[src/rtl/u712_byte_lane_sequencer_if.sv]
// u712_byte_lane_sequencer_if: host request (START/SIZ/A/ABORT), port ACKn in; BEn/PORT_BEn/PORT_OFS/BEAT/BUSY/DONE out
interface u712_byte_lane_sequencer_if #(
  parameter int HOST_BYTES = 4,
  parameter int PORT_BYTES = 2,
  parameter int LINE_BEATS = 4
);
  localparam int AW = $clog2(HOST_BYTES);
  localparam int NS = HOST_BYTES / PORT_BYTES;
  localparam int OW = NS > 1 ? $clog2(NS) : 1;
  localparam int BW = LINE_BEATS > 1 ? $clog2(LINE_BEATS) : 1;
  logic START;
  logic [1:0] SIZ;
  logic [AW-1:0] A;
  logic ACKn;
  logic ABORT;
  logic [HOST_BYTES-1:0] BEn;
  logic [PORT_BYTES-1:0] PORT_BEn;
  logic [OW-1:0] PORT_OFS;
  logic [BW-1:0] BEAT;
  logic BUSY;
  logic DONE;
  modport master (output START, SIZ, A, ACKn, ABORT, input BEn, PORT_BEn, PORT_OFS, BEAT, BUSY, DONE);
  modport slave (input START, SIZ, A, ACKn, ABORT, output BEn, PORT_BEn, PORT_OFS, BEAT, BUSY, DONE);
endinterface

[src/rtl/u712_byte_lane_sequencer.sv]
// u712_byte_lane_sequencer: splits a 68040 host transfer into narrower ACKn-handshaked port cycles; ports CLK40, RESETn, bus (slave modport)
module u712_byte_lane_sequencer #(
  parameter int HOST_BYTES = 4,
  parameter int PORT_BYTES = 2,
  parameter int LINE_BEATS = 4
) (
  input logic CLK40,
  input logic RESETn,
  u712_byte_lane_sequencer_if.slave bus
);
  localparam int AW = $clog2(HOST_BYTES);
  localparam int NS = HOST_BYTES / PORT_BYTES;
  localparam int OW = NS > 1 ? $clog2(NS) : 1;
  localparam int BW = LINE_BEATS > 1 ? $clog2(LINE_BEATS) : 1;
  typedef enum logic [1:0] {S_IDLE, S_ACTIVE, S_RECOVER, S_FIN} state_t;
  state_t state;
  logic [HOST_BYTES-1:0] mask, req_mask, ben;
  logic [PORT_BYTES-1:0] port_ben;
  logic [OW-1:0] ptr, ofs;
  logic [BW-1:0] beat;
  logic line, busy, done;
  int req_k, nxt_k, top_k;
  function automatic logic [PORT_BYTES-1:0] slice_of(input logic [HOST_BYTES-1:0] m, input int k);
    for (int j = 0; j < PORT_BYTES; j++) slice_of[j] = m[k*PORT_BYTES+j];
  endfunction
  function automatic logic [HOST_BYTES-1:0] lanes_of(input logic [HOST_BYTES-1:0] m, input int k);
    for (int i = 0; i < HOST_BYTES; i++) lanes_of[i] = m[i] && (i / PORT_BYTES == k);
  endfunction
  function automatic int first_from(input logic [HOST_BYTES-1:0] m, input int s);
    first_from = -1;
    for (int k = NS - 1; k >= 0; k--) if (k >= s && |slice_of(m, k)) first_from = k;
  endfunction
  always_comb begin
    req_mask = bus.SIZ == 2'b01 ? HOST_BYTES'(1) << bus.A :
               bus.SIZ == 2'b10 ? HOST_BYTES'(3) << (bus.A & ~AW'(1)) : '1;
    req_k = first_from(req_mask, 0);
    nxt_k = first_from(mask, int'(ptr) + 1);
    top_k = first_from(mask, 0);
  end
  always_ff @(posedge CLK40 or negedge RESETn)
    if (!RESETn) begin
      state <= S_IDLE;
      mask <= '0;
      line <= 1'b0;
      ptr <= '0;
      beat <= '0;
      ben <= '1;
      port_ben <= '1;
      ofs <= '0;
      busy <= 1'b0;
      done <= 1'b0;
    end else begin
      done <= 1'b0;
      if ((state == S_ACTIVE || state == S_RECOVER) && bus.ABORT) begin
        state <= S_IDLE;
        ben <= '1;
        port_ben <= '1;
        ofs <= '0;
        beat <= '0;
        busy <= 1'b0;
      end else
        case (state)
          S_IDLE:
            if (bus.START) begin
              state <= S_ACTIVE;
              mask <= req_mask;
              line <= bus.SIZ == 2'b11;
              ptr <= OW'(req_k);
              beat <= '0;
              ben <= ~lanes_of(req_mask, req_k);
              port_ben <= ~slice_of(req_mask, req_k);
              ofs <= OW'(req_k);
              busy <= 1'b1;
            end
          S_ACTIVE:
            if (!bus.ACKn) begin
              ben <= '1;
              port_ben <= '1;
              if (nxt_k >= 0) begin
                state <= S_RECOVER;
                ptr <= OW'(nxt_k);
              end else if (line && int'(beat) < LINE_BEATS - 1) begin
                state <= S_RECOVER;
                beat <= beat + 1'b1;
                ptr <= OW'(top_k);
              end else begin
                state <= S_FIN;
                done <= 1'b1;
                beat <= '0;
              end
            end
          S_RECOVER: begin
            state <= S_ACTIVE;
            ben <= ~lanes_of(mask, int'(ptr));
            port_ben <= ~slice_of(mask, int'(ptr));
            ofs <= ptr;
          end
          default: begin
            state <= S_IDLE;
            busy <= 1'b0;
            ofs <= '0;
          end
        endcase
    end
  assign bus.BEn = ben;
  assign bus.PORT_BEn = port_ben;
  assign bus.PORT_OFS = ofs;
  assign bus.BEAT = beat;
  assign bus.BUSY = busy;
  assign bus.DONE = done;
endmodule
[src/flat_wrapper.sv]
// flat-port wrapper written by rule: the top's interface ports become plain ports
module u712_byte_lane_sequencer_flat 
#(
  parameter int HOST_BYTES = 4,
  parameter int PORT_BYTES = 2,
  parameter int LINE_BEATS = 4
)
  (CLK40, RESETn, bus_START, bus_SIZ, bus_A, bus_ACKn, bus_ABORT, bus_BEn, bus_PORT_BEn, bus_PORT_OFS, bus_BEAT, bus_BUSY, bus_DONE);
  u712_byte_lane_sequencer_if #(.HOST_BYTES(HOST_BYTES), .PORT_BYTES(PORT_BYTES), .LINE_BEATS(LINE_BEATS)) bus_i ();
  input logic CLK40;
  input logic RESETn;
  input wire logic [$bits(bus_i.START)-1:0] bus_START;
  input wire logic [$bits(bus_i.SIZ)-1:0] bus_SIZ;
  input wire logic [$bits(bus_i.A)-1:0] bus_A;
  input wire logic [$bits(bus_i.ACKn)-1:0] bus_ACKn;
  input wire logic [$bits(bus_i.ABORT)-1:0] bus_ABORT;
  output wire logic [$bits(bus_i.BEn)-1:0] bus_BEn;
  output wire logic [$bits(bus_i.PORT_BEn)-1:0] bus_PORT_BEn;
  output wire logic [$bits(bus_i.PORT_OFS)-1:0] bus_PORT_OFS;
  output wire logic [$bits(bus_i.BEAT)-1:0] bus_BEAT;
  output wire logic [$bits(bus_i.BUSY)-1:0] bus_BUSY;
  output wire logic [$bits(bus_i.DONE)-1:0] bus_DONE;
  assign bus_i.START = bus_START;
  assign bus_i.SIZ = bus_SIZ;
  assign bus_i.A = bus_A;
  assign bus_i.ACKn = bus_ACKn;
  assign bus_i.ABORT = bus_ABORT;
  assign bus_BEn = bus_i.BEn;
  assign bus_PORT_BEn = bus_i.PORT_BEn;
  assign bus_PORT_OFS = bus_i.PORT_OFS;
  assign bus_BEAT = bus_i.BEAT;
  assign bus_BUSY = bus_i.BUSY;
  assign bus_DONE = bus_i.DONE;
  u712_byte_lane_sequencer #(.HOST_BYTES(HOST_BYTES), .PORT_BYTES(PORT_BYTES), .LINE_BEATS(LINE_BEATS)) u_core (.CLK40(CLK40), .RESETn(RESETn), .bus(bus_i));
endmodule
[config.mk]
export PLATFORM = sky130hd
export DESIGN_NAME = u712_byte_lane_sequencer_flat
export DESIGN_NICKNAME = d
export VERILOG_FILES = /design/src/rtl/u712_byte_lane_sequencer_if.sv /design/src/rtl/u712_byte_lane_sequencer.sv /design/src/flat_wrapper.sv
export SDC_FILE = /design/constraint.sdc
export NUM_CORES = 1
export LEC_CHECK = 0
export BUFFER_PORTS_ARGS = -buffer_cell sky130_fd_sc_hd__buf_4
export CELL_PAD_IN_SITES_DETAIL_PLACEMENT = 1
export CELL_PAD_IN_SITES_GLOBAL_PLACEMENT = 2
export CORE_ASPECT_RATIO = 0.75
export CORE_MARGIN = 2
export CORE_UTILIZATION = 30
export CTS_CLUSTER_SIZE = 8
export DETAILED_ROUTE_END_ITERATION = 10
export HOLD_SLACK_MARGIN = 0.02
export PLACE_DENSITY_LB_ADDON = 0.1
export SYNTH_ARGS = -nofsm -noshare
export SYNTH_HDL_FRONTEND = slang
export SYNTH_SLANG_ARGS = --single-unit
[constraint.sdc]
create_clock -name CLK40 -period 1.6 [get_ports CLK40]
set_input_delay 0.16 -clock CLK40 [delete_from_list [all_inputs] [get_ports CLK40]]
set_output_delay 0.16 -clock CLK40 [all_outputs]
set_load 0.01 [all_outputs]
== Yosys cells after proc, flatten, opt, wreduce, memory -nomap -nowiden ==
Index checks and enable logic that the tools add are counted.

* Word-level logic and storage cells: 127
* Output and inout port bits: 11
* Register bits: 19
* Input port bits: 9

* Reductions and logical operators: 30
* Bitwise gates (word level): 6
* $add $sub $neg: 4
* Magnitude comparators: 8
* Shift-type cells: 2
* Eq/ne operators: 14
* Mux-type cells: 53

{| class="wikitable"
|+ Operators by type and width
! kind !! count
|-
| two-way mux 32 bit || 4
|-
| less-than comparator 32 x 4 -> 1 bit (second input constant) || 3
|-
| adder 32 x 2 -> 32 bit (second input constant) || 1
|-
| equality test 2 x 32 -> 1 bit (first input constant) || 1
|-
| >= comparator 1 x 32 -> 1 bit (first input constant) || 1
|-
| >= comparator 2 x 32 -> 1 bit (first input constant) || 1
|-
| >= comparator 32 x 1 -> 1 bit (second input constant) || 1
|-
| zero test 32 bit || 1
|-
| two-way mux 2 bit || 12
|-
| two-way mux 1 bit || 23
|-
| two-way mux 4 bit || 5
|-
| logical AND 1 bit || 12
|-
| case mux 2 bit (3 select lines) || 2
|-
| case mux 4 bit (3 select lines) || 1
|-
| OR reduction 2 bit || 5
|-
| != test 3 bit (second input constant) || 3
|-
| inverter 4 bit || 2
|-
| equality test 2 bit (second input constant) || 3
|-
| != test 2 bit (second input constant) || 3
|-
| AND reduction 2 bit || 3
|-
| AND reduction 3 bit || 2
|-
| AND reduction 5 bit || 1
|-
| binary-select mux 1 bit (select 2 bit) || 2
|-
| equality test 2 x 1 -> 1 bit (second input constant) || 2
|-
| other kinds (20) || 23
|}

== Depth between registers and ports, before layout ==
Gate-level depths: netlist (run 1).

* Depth in word-level cells: 14
* Gate-level depth with buffers: 7
* Depth with buffers taken out: 6

== Least setup slack after synthesis (run 1) ==
OpenSTA, ideal clock, no wires.

* Path type: register -> register
* Start: register u_core.beat[0], in the netlist u_core.bus.BEAT[0]
* End: register u_core.ptr
* Required time: 1.472 ns
* Stages on the path, launching flop included: 6
* Setup slack: -0.123 ns
* Path buffers: 0
* Arrival: 1.596 ns
* Cell sequence: dfrtp_1 ha_1 or2b_1 and3b_4 nor4_2 mux2_1

* Cells in the longest elaborated chain, start to end: 4

{| class="wikitable"
|+ Ends and longest elaborated chain
! what !! RTL line !! text
|-
| start, declared || u712_byte_lane_sequencer.sv:20 || <nowiki>logic [BW-1:0] beat;</nowiki>
|-
| start signal, assigned || u712_byte_lane_sequencer.sv:84 || <nowiki>beat <= beat + 1'b1;</nowiki>
|-
| less-than comparator 2 bit || u712_byte_lane_sequencer.sv:82 || <nowiki>end else if (line && int'(beat) < LINE_BEATS - 1) begin</nowiki>
|-
| logical AND 1 bit || u712_byte_lane_sequencer.sv:82 ||
|-
| != test 3 bit (no source line) || n/a ||
|-
| AND reduction 5 bit (no source line) || n/a ||
|-
| end signal, assigned || u712_byte_lane_sequencer.sv:68 || <nowiki>ptr <= OW'(req_k);</nowiki>
|-
| end signal, assigned || u712_byte_lane_sequencer.sv:81 || <nowiki>ptr <= OW'(nxt_k);</nowiki>
|-
| end signal, assigned || u712_byte_lane_sequencer.sv:85 || <nowiki>ptr <= OW'(top_k);</nowiki>
|-
| end, declared || u712_byte_lane_sequencer.sv:19 || <nowiki>logic [OW-1:0] ptr, ofs;</nowiki>
|}

Every way passes these cells.
A chain may end at the register's enable or synchronous reset.

== Worst setup path in the final report (run 1) ==
Ends and elaborated chain as after synthesis.

==> flow_summary.toml, run 1 <==
[sta]
tightestPinTransition_ps = 348
hold_violations = 0
worst_slack_ps = -111
report.final.setup_viol = 4
finalCritPeriodShare_pct = 107
rsz0062_at_grt = "true"
slew-limit-headroom_pct = 76.7
holdWs_ps = 58.8
maxSlewViolCount = 0
fmax_ghz = 0.584
finalCriticalPeriod_ps = 1710
skew_ps = 7.14

[global_route]
grtUsageTotal_pct = 16.9
grt-ovfl-total = 0
antenna_found_initial = 0
grt_pass1_vias = 1073
grt_pass1_wl_um = 5330
grt_start_max_net_pins = 20

[drt]
vias = 1012
drt_iter0_markers = 26
finalWirelength_um = 3230
wl_per_cell_um = 15.7
via_per_inst = 4.94
dr.pass1.iters = 4
drcViolationCount = 0
ant_nets = 0

[layout]
antenna_cells = 0
final_core_util_pct = 43.6
fillers = 426
mostFrequentLayoutCells = "buf_4, dfrtp_1, nand2_1, nor2_1"
fin_area_um2 = 1560
fin_cells = 205
area_growth_pct = 41.7
drive_above_1_share_pct = 45.8
mostFrequentLayoutCell = "buf_4"
nets = 168

[outcome]
status = "complete, but fails checks"
violations = "negative setup slack"

[synthesis]
synth_fp_nets = 125
ys_types = 40
synth_area_leaders = "dfrtp_1, dfstp_2, ha_1"
synth_seq_area_share_pct = 43.8
yosys_most_used_dff = "dfrtp_1"
yosysTopAreaCell = "dfrtp_1"
ys_async_sr_fraction_pct = 100
synthCells = 111
synth_area_um2 = 1100
ys_ff_latch = 19
synth-edff-count = 0
yosys_warnings = 0
synth.top_cell.area_share_pct = 29.5
postSynthAreaPerCell_um2 = 9.94

[floorplan]
die_y_um = 56.5
die_w_um = 74.0
rows = 19
fp.dieArea_um2 = 4180
core-area_um2 = 3590
pin_count = 20
start_util_pct = 30.7

[setup_path]
slowest_stage = "dfrtp_1"
start_kind = "flop"
critPathKind = "flop to flop"
cp_slowest_stage_delay_ps = 390
end_kind = "flop"
cp_top_family = "simple AND/OR/NAND/NOR gates"
crit_buf_inv = 0
crit_arrival_ps = 1860
cp_max_fo = 2
cp_data_required_time_ps = 1750
path_cells = "ha_2 -> or2b_1 -> and3b_4 -> nor4_4 -> mux2_4"

[power_and_ir_drop]
p_leak_uw = 0.000706
vdd_drop_max_uv = 811
powerDensity_nw_per_um2 = 2090

[clock_tree]
htreeDepth = 1
clk_latency_ps = 260
cts_made_buffers = 3
clock_path_buffers = 2
numClockSinks = 19
cts-root-buf = "clkbuf_8"
cts_tree = "done"
clk_pin_slew_worst_paths_ps = 80

[flow_run]
maxCapViolations = 0

[placed_design]
placed_cells = 197
dp_hpwl_um = 2540
place_ws_ps = -158
gp_congestion = 0.802
placement.cell_area_um2 = 1440
numPortBuffers = 19

[min_path]
hp-class = "input port to flop"
## area by class of cell
| class | instances | area, um2 | share of cell area (%) |
|---|---|---|---|
| flip-flops and latches | 19 | 483 | 30.9 |
| multi-input cells | 84 | 641 | 41.0 |
| clock buffers | 3 | 41.3 | 2.64 |
| clock inverters | 1 | 5.00 | 0.320 |
| well taps | 52 | 65.1 | 4.16 |
| inverters | 6 | 22.5 | 1.44 |
| repair buffers | 40 | 307 | 19.6 |
## per-stage QoR
step                power [uW]  TNS [ps]
CTS                       3220      -214
detailed placement        2740      -621
global route              3540      -611
floorplan                 2020     -90.0
finish                    3280      -198
global placement          2680     -80.4
## flip-flops by register name (all words and copies together), names as in the netlist
name and count:
u_core.bus.BEn 4, u_core.mask 4, u_core.bus.BEAT 2, u_core.bus.PORT_BEn 2, u_core.state 2, u_core.bus.BUSY 1
u_core.bus.DONE 1, u_core.bus.PORT_OFS 1, u_core.line 1, u_core.ptr 1
## per-layer routing
metal | routed length, um | global-route usage, % | vias up
li1 | - | - | 490
met1 | 1680 | 25.0 | 503
met2 | 1430 | 24.7 | 15
met3 | 84 | 3.95 | 4
met4 | 32 | 3.90 | 0
met5 | 0 | 0 | -
## power breakdown
group          switching [uW]  leakage, uW  total, uW  internal (uW)
sequential                152     0.000229        895            743
clock                     177    0.0000255        351            174
combinational             976     0.000451       2030           1050
total                    1300     0.000706       3280           1970
## Yosys cell counts, drive strengths merged (3+ instances only)
library cell	instances
a21oi	5
a22o	5
and2	4
dfrtp	13
dfstp	6
ha	5
inv	6
nand2	11
nand2b	3
nor2	8
nor2b	3
nor3	4
o21ai	6
o22ai	3
o32a	3
## what timing repair did
action | 4_1_cts | 5_1_grt
endpoints found under the setup margin | 12 | 15
pin swaps | 1 | 3
setup buffers | 2 | 1
endpoints found under the hold margin | 15 | 0
hold buffers | 1 | 0
resized for setup | 4 | 7
## path summary, 6_finish.rpt
path,startpoint,end,slack [ps],cells after the start
setup / recovery,u_core.bus.BEAT[0],u_core.ptr,-110,5
hold / removal,bus_ACKn,u_core.bus.DONE,60,2
setup reg to reg,u_core.bus.BEAT[0],u_core.ptr,-110,5
hold reg to reg,u_core.line,u_core.line,490,2
max in group asynchronous,RESETn,u_core.bus.PORT_BEn[0],1020,2
min in group asynchronous,RESETn,u_core.bus.DONE,300,2
## worst register-to-register path: stages (launching register included)
cell and delay, ps:
dfrtp_1 390, ha_2 170, or2b_1 250, and3b_4 200
nor4_4 270, mux2_4 320
## kinds of logic after synthesis
kind of cell	share of synthesized area, %
DFF	43.8
AOI/OAI and AO/OA	22.1
xor gates and xnor gates	0.794
adders and majority gates	5.67
muxes	1.02
buffers and inverters	3.74
and+or+nand+nor	22.9
Power figures use the tool's default switching activity.
==> inputs of run 2 (changes only) <==
--- a/config.mk
+++ b/config.mk
@@ -7,10 +7,10 @@
 export LEC_CHECK = 0
 export BUFFER_PORTS_ARGS = -buffer_cell sky130_fd_sc_hd__buf_4
 export CELL_PAD_IN_SITES_DETAIL_PLACEMENT = 1
-export CELL_PAD_IN_SITES_GLOBAL_PLACEMENT = 2
+export CELL_PAD_IN_SITES_GLOBAL_PLACEMENT = 1
 export CORE_ASPECT_RATIO = 0.75
 export CORE_MARGIN = 2
-export CORE_UTILIZATION = 30
+export CORE_UTILIZATION = 37
 export CTS_CLUSTER_SIZE = 8
 export DETAILED_ROUTE_END_ITERATION = 10
 export HOLD_SLACK_MARGIN = 0.02
==> run 2 against run 1 <==
The run still ends with negative setup slack left. Sequential share of layout area is 0.27 points lower. Clock skew is 3.4 ps lower. First-iteration DRC count is 50% higher. Critical path depth stayed put. Combinational power is 4% higher. Clock power is 5% lower. Die area is 18% lower. Sequential cell count stayed put. Sequential power is 0.6% higher. Worst hold slack better by 13 ps. Count of clock-buffer cells in the layout is 1 higher. Maximum frequency is 0.11% lower.
==> flow_summary.toml, run 2 (same netlist as run 1, synthesis figures left out) <==
[sta]
slew-limit-headroom_pct = 78.0
hold_violations = 0
skew_ps = 3.73
fmax_ghz = 0.584
finalCritPeriodShare_pct = 107
worst_slack_ps = -113
finalCriticalPeriod_ps = 1710
maxSlewViolCount = 0
rsz0062_at_grt = "true"
report.final.setup_viol = 3
tightestPinTransition_ps = 330

[layout]
fin_area_um2 = 1580
drive_above_1_share_pct = 48.7
fin_cells = 192
mostFrequentLayoutCell = "buf_4"
area_growth_pct = 43.0
antenna_cells = 0
mostFrequentLayoutCells = "buf_4, dfrtp_1, nand2_1, nor2_1"
nets = 169

[drt]
dr.pass1.iters = 4
wl_met1_um = 1550
wl_met3_um = 124
met2_length_um = 1310
finalWirelength_um = 3000
ant_nets = 0
vias = 998
wl_per_cell_um = 15.6
top_layer = "met4"
via_per_inst = 5.20
drt_iter0_markers = 39
drcViolationCount = 0

[setup_path]
reg2reg_to = "u_core.ptr"
cp_slowest_stage_delay_ps = 390
crit-reg2reg-launch = "u_core.bus.BEAT[0]"
crit_buf_inv = 0
start_kind = "flop"
cp_data_required_time_ps = 1750
crit_arrival_ps = 1860
end_kind = "flop"
critPathKind = "flop to flop"
worst-r2r-cell-count = 5
path_cells = "ha_2 -> or2b_1 -> and3b_4 -> nor4_4 -> mux2_4"
slowest_stage = "dfrtp_1"
regToRegSetupSlack_ps = -110
cp_top_family = "simple AND/OR/NAND/NOR gates"
cp_max_fo = 2

[power_and_ir_drop]
internal-power_uw = 2020
power_switching_share_pct = 39.8
powerDensity_nw_per_um2 = 2120
comb_power_share_pct = 63.2
p_leak_uw = 0.000716
vdd_drop_max_uv = 939
switchingPower_uw = 1330
seq_power_share_pct = 26.9
p_clk_share_pct = 10.0
power_uw = 3350

[clock_tree]
clk_pin_slew_worst_paths_ps = 70
numClockSinks = 19
clk_latency_ps = 260
cts_tree = "done"
clock_path_buffers = 2
htreeDepth = 1
cts-root-buf = "clkbuf_8"
cts_made_buffers = 3

[min_path]
whs_path_depth = 2
hp-class = "input port to flop"
min-delay-start = "bus_ACKn"
min_to = "u_core.bus.DONE"

[global_route]
grt_pass1_wl_um = 4860
grt-ovfl-total = 0
grt_start_max_net_pins = 20
grtUsageTotal_pct = 19.3
antenna_found_initial = 0
grt_pass1_vias = 1001

[placed_design]
placement.cell_area_um2 = 1400
place_ws_ps = -93.3
dp_hpwl_um = 2250
gp_congestion = 0.838
placed_cells = 181
numPortBuffers = 19

[floorplan]
die_w_um = 67.1
pin_count = 20
die_y_um = 51.3
core-area_um2 = 2890
fp.dieArea_um2 = 3440
start_util_pct = 38.1
rows = 17

[outcome]
violations = "negative setup slack"
status = "complete, but fails checks"

[flow_run]
maxCapViolations = 0
-- run 2: worst max-delay path by stage --
stage,end,from,cells past startpoint
6_report,u_core.ptr,u_core.bus.BEAT[0],5
3_3_place_gp,u_core.ptr,u_core.bus.BEAT[0],5
4_1_cts,u_core.ptr,u_core.bus.BEAT[0],5
3_5_place_dp,u_core.ptr,u_core.bus.BEAT[0],5
2_1_floorplan,u_core.ptr,u_core.bus.BEAT[0],5
5_1_grt,u_core.ptr,u_core.bus.BEAT[0],5
-- run 2: power groups by stage --
stage	Clock, uW	Sequential [uW]	Combinational [uW]
after floorplan	0	926	1090
after global placement	0	888	1770
after detailed placement	0	901	1790
after CTS	348	891	1840
after global routing	368	925	2310
final	334	900	2110
-- run 2: repair_timing --
action / CTS / global route
hold buffers: 1 / 0
pin swaps: 2 / 7
gates resized for setup: 2 / 15
endpoints found under the setup margin: 13 / 14
buffers inserted: 1 / 5
hold endpoints to repair: 19 / 0
-- run 2: area by class of cell --
cell class	count	area (um2)
inverter	6	22.5
timing repair buffer	41	314
fill	356	1320
sequential	19	483
multi-input combinational	84	666
tap	38	47.5
clock buffer	4	45.0
-- run 2: routing by layer --
| layer | vias to the layer above | global-route usage (%) |
|---|---|---|
| li1 | 494 | - |
| met2 | 20 | 27.9 |
| met1 | 482 | 28.5 |
| met4 | 0 | 4.08 |
| met3 | 2 | 5.51 |
| met5 | - | 0 |
-- run 2: per-stage QoR --
stage | hold slack (ps) | utilization [%] | TNS [ps]
6_report | 71.7 | 54.5 | -119
3_5_place_dp | 48.5 | 48.5 | -219
4_1_cts | 61.9 | 51.0 | -194
2_1_floorplan | -136 | - | -90.0
5_1_grt | 77.9 | 54.5 | -770
3_3_place_gp | 46.5 | 48.5 | -74.4
==> inputs of run 3 (changes only) <==
==> constraint.sdc (replaced) <==
create_clock -name CLK40 -period 1.6 [get_ports CLK40]
set_input_delay 0.32 -clock CLK40 [delete_from_list [all_inputs] [get_ports CLK40]]
set_output_delay 0.32 -clock CLK40 [all_outputs]
set_load 0.01 [all_outputs]
==> run 3 against run 2 <==
The run still ends with negative setup slack left. Wire length shrank 1.7%. Global-route usage grew 0.63 points. Die area is the same. Design area shrank 3.6%. Utilization shrank 2.0 points. Setup slack lost 2.8 ps. Worst hold slack gained 160 ps. Combinational power shrank 7%. Maximum frequency shrank 0.16%. Count of clock-buffer cells in the layout is the same. Sequential cell count is the same. Sequential share of layout area grew 1.2 points. Critical path type unchanged.
==> flow_summary.toml, run 3 (same netlist as run 1, synthesis figures left out) <==
[clock_tree]
htreeDepth = 1
cts_tree = "done"
numClockSinks = 19
cts_made_buffers = 3
cts-root-buf = "clkbuf_8"
clk_latency_ps = 250
clock_path_buffers = 2
clk_pin_slew_worst_paths_ps = 70

[global_route]
antenna_found_initial = 0
grtUsageTotal_pct = 19.9
grt_pass1_wl_um = 4970
grt_start_max_net_pins = 20
grt-ovfl-total = 0
grt_pass1_vias = 1046

[setup_path]
regToRegSetupSlack_ps = -120
end_kind = "flop"
reg2reg_to = "u_core.ptr"
critPathKind = "flop to flop"
start_kind = "flop"
cp_max_fo = 2
worst-r2r-cell-count = 5
crit-reg2reg-launch = "u_core.bus.BEAT[0]"
startpoint = "u_core.bus.BEAT[0]"
crit_arrival_ps = 1850
critPathCapture = "u_core.ptr"
cp_data_required_time_ps = 1740

[min_path]
hp-class = "input port to flop"

[drt]
drcViolationCount = 0
vias = 974
drt_iter0_markers = 52
ant_nets = 0
wl_per_cell_um = 15.6
via_per_inst = 5.15
finalWirelength_um = 2950
dr.pass1.iters = 4

[sta]
report.final.setup_viol = 3
worst_slack_ps = -116
fmax_ghz = 0.583
holdWs_ps = 233
finalCriticalPeriod_ps = 1720
skew_ps = 2.48
slew-limit-headroom_pct = 75.5
fin_setup_tns_ps = -120
hold_violations = 0
tightestPinTransition_ps = 364
finalCritPeriodShare_pct = 107
maxSlewViolCount = 0
rsz0062_at_grt = "true"

[placed_design]
placement.cell_area_um2 = 1410
dp_hpwl_um = 2380
gp_congestion = 0.835
placed_cells = 182
numPortBuffers = 19
place_ws_ps = -107

[floorplan]
fp.dieArea_um2 = 3440
die_y_um = 51.3
start_util_pct = 38.1
rows = 17
pin_count = 20
die_w_um = 67.1
core-area_um2 = 2890

[layout]
nets = 166
area_growth_pct = 37.8
fin_area_um2 = 1520
fin_cells = 189
drive_above_1_share_pct = 43.0
antenna_cells = 0
mostFrequentLayoutCell = "buf_4"
mostFrequentLayoutCells = "buf_4, dfrtp_1, nand2_1, nor2_1"

[outcome]
violations = "negative setup slack"
status = "complete, but fails checks"

[power_and_ir_drop]
p_leak_uw = 0.000703
vdd_drop_max_uv = 1030
powerDensity_nw_per_um2 = 2090

[flow_run]
maxCapViolations = 0
==> run 3: changes by cell type in the layout (fill, tap and decap cells not counted), sizes merged <==
cell  before  now
buf       40   37
==> run 3: repair_timing <==
action,CTS,global route
pin swaps,4,0
setup endpoints to repair,13,14
hold endpoints to repair,13,0
hold buffers,1,0
resized for setup,5,4
buffers inserted,2,0
==> run 3: worst min path at each step <==
stage | cells after the start | endpoint | startpoint | slack, ps
final | 2 | u_core.bus.DONE | bus_ACKn | 230
after global routing | 2 | u_core.bus.DONE | bus_ACKn | 230
after CTS | 2 | u_core.bus.DONE | bus_ACKn | 230
after detailed placement | 1 | u_core.state[1] | RESETn | 210
after global placement | 1 | u_core.state[1] | RESETn | 210
after floorplan | 0 | u_core.bus.BEAT[0] | RESETn | 20
==> run 3: area by class of cell <==
cell class | instances | area (um2)
Sequential cell | 19 | 483
Inverter | 6 | 22.5
Fill cell | 363 | 1370
Clock buffer | 4 | 45.0
Multi-Input combinational cell | 84 | 634
Timing Repair Buffer | 38 | 288
Tap cell | 38 | 47.5
==> run 3: routing by layer <==
layer	share of wire, %	track usage [%]	routed length [um]	up-vias
li1	-	-	-	484
met1	50	27.3	1480	458
met2	45	31.0	1320	28
met3	4.7	5.73	139	4
met4	0.58	4.76	17	0
met5	0	0	0	-
==> run 3: metrics by stage <==
step / util (%) / power (uW)
finish: 52.6 / 3180
global route: 52.6 / 3440
CTS: 52.0 / 3150
detailed placement: 48.8 / 2710
global placement: 48.8 / 2660
floorplan: - / 2020
==> run 3: power breakdown <==
part           internal [uW]  leakage [uW]  switching [uW]
clock network            177     0.0000228             144
logic                   1000      0.000451             961
registers                745      0.000229             152
total                   1930      0.000703            1260
==> run 3: worst max-delay path, cell delays in order, from the launching register on <==
cell and delay, ps:
dfrtp_1 380, ha_2 180, or2b_1 240, and3b_4 200
nor4_4 280, mux2_4 320
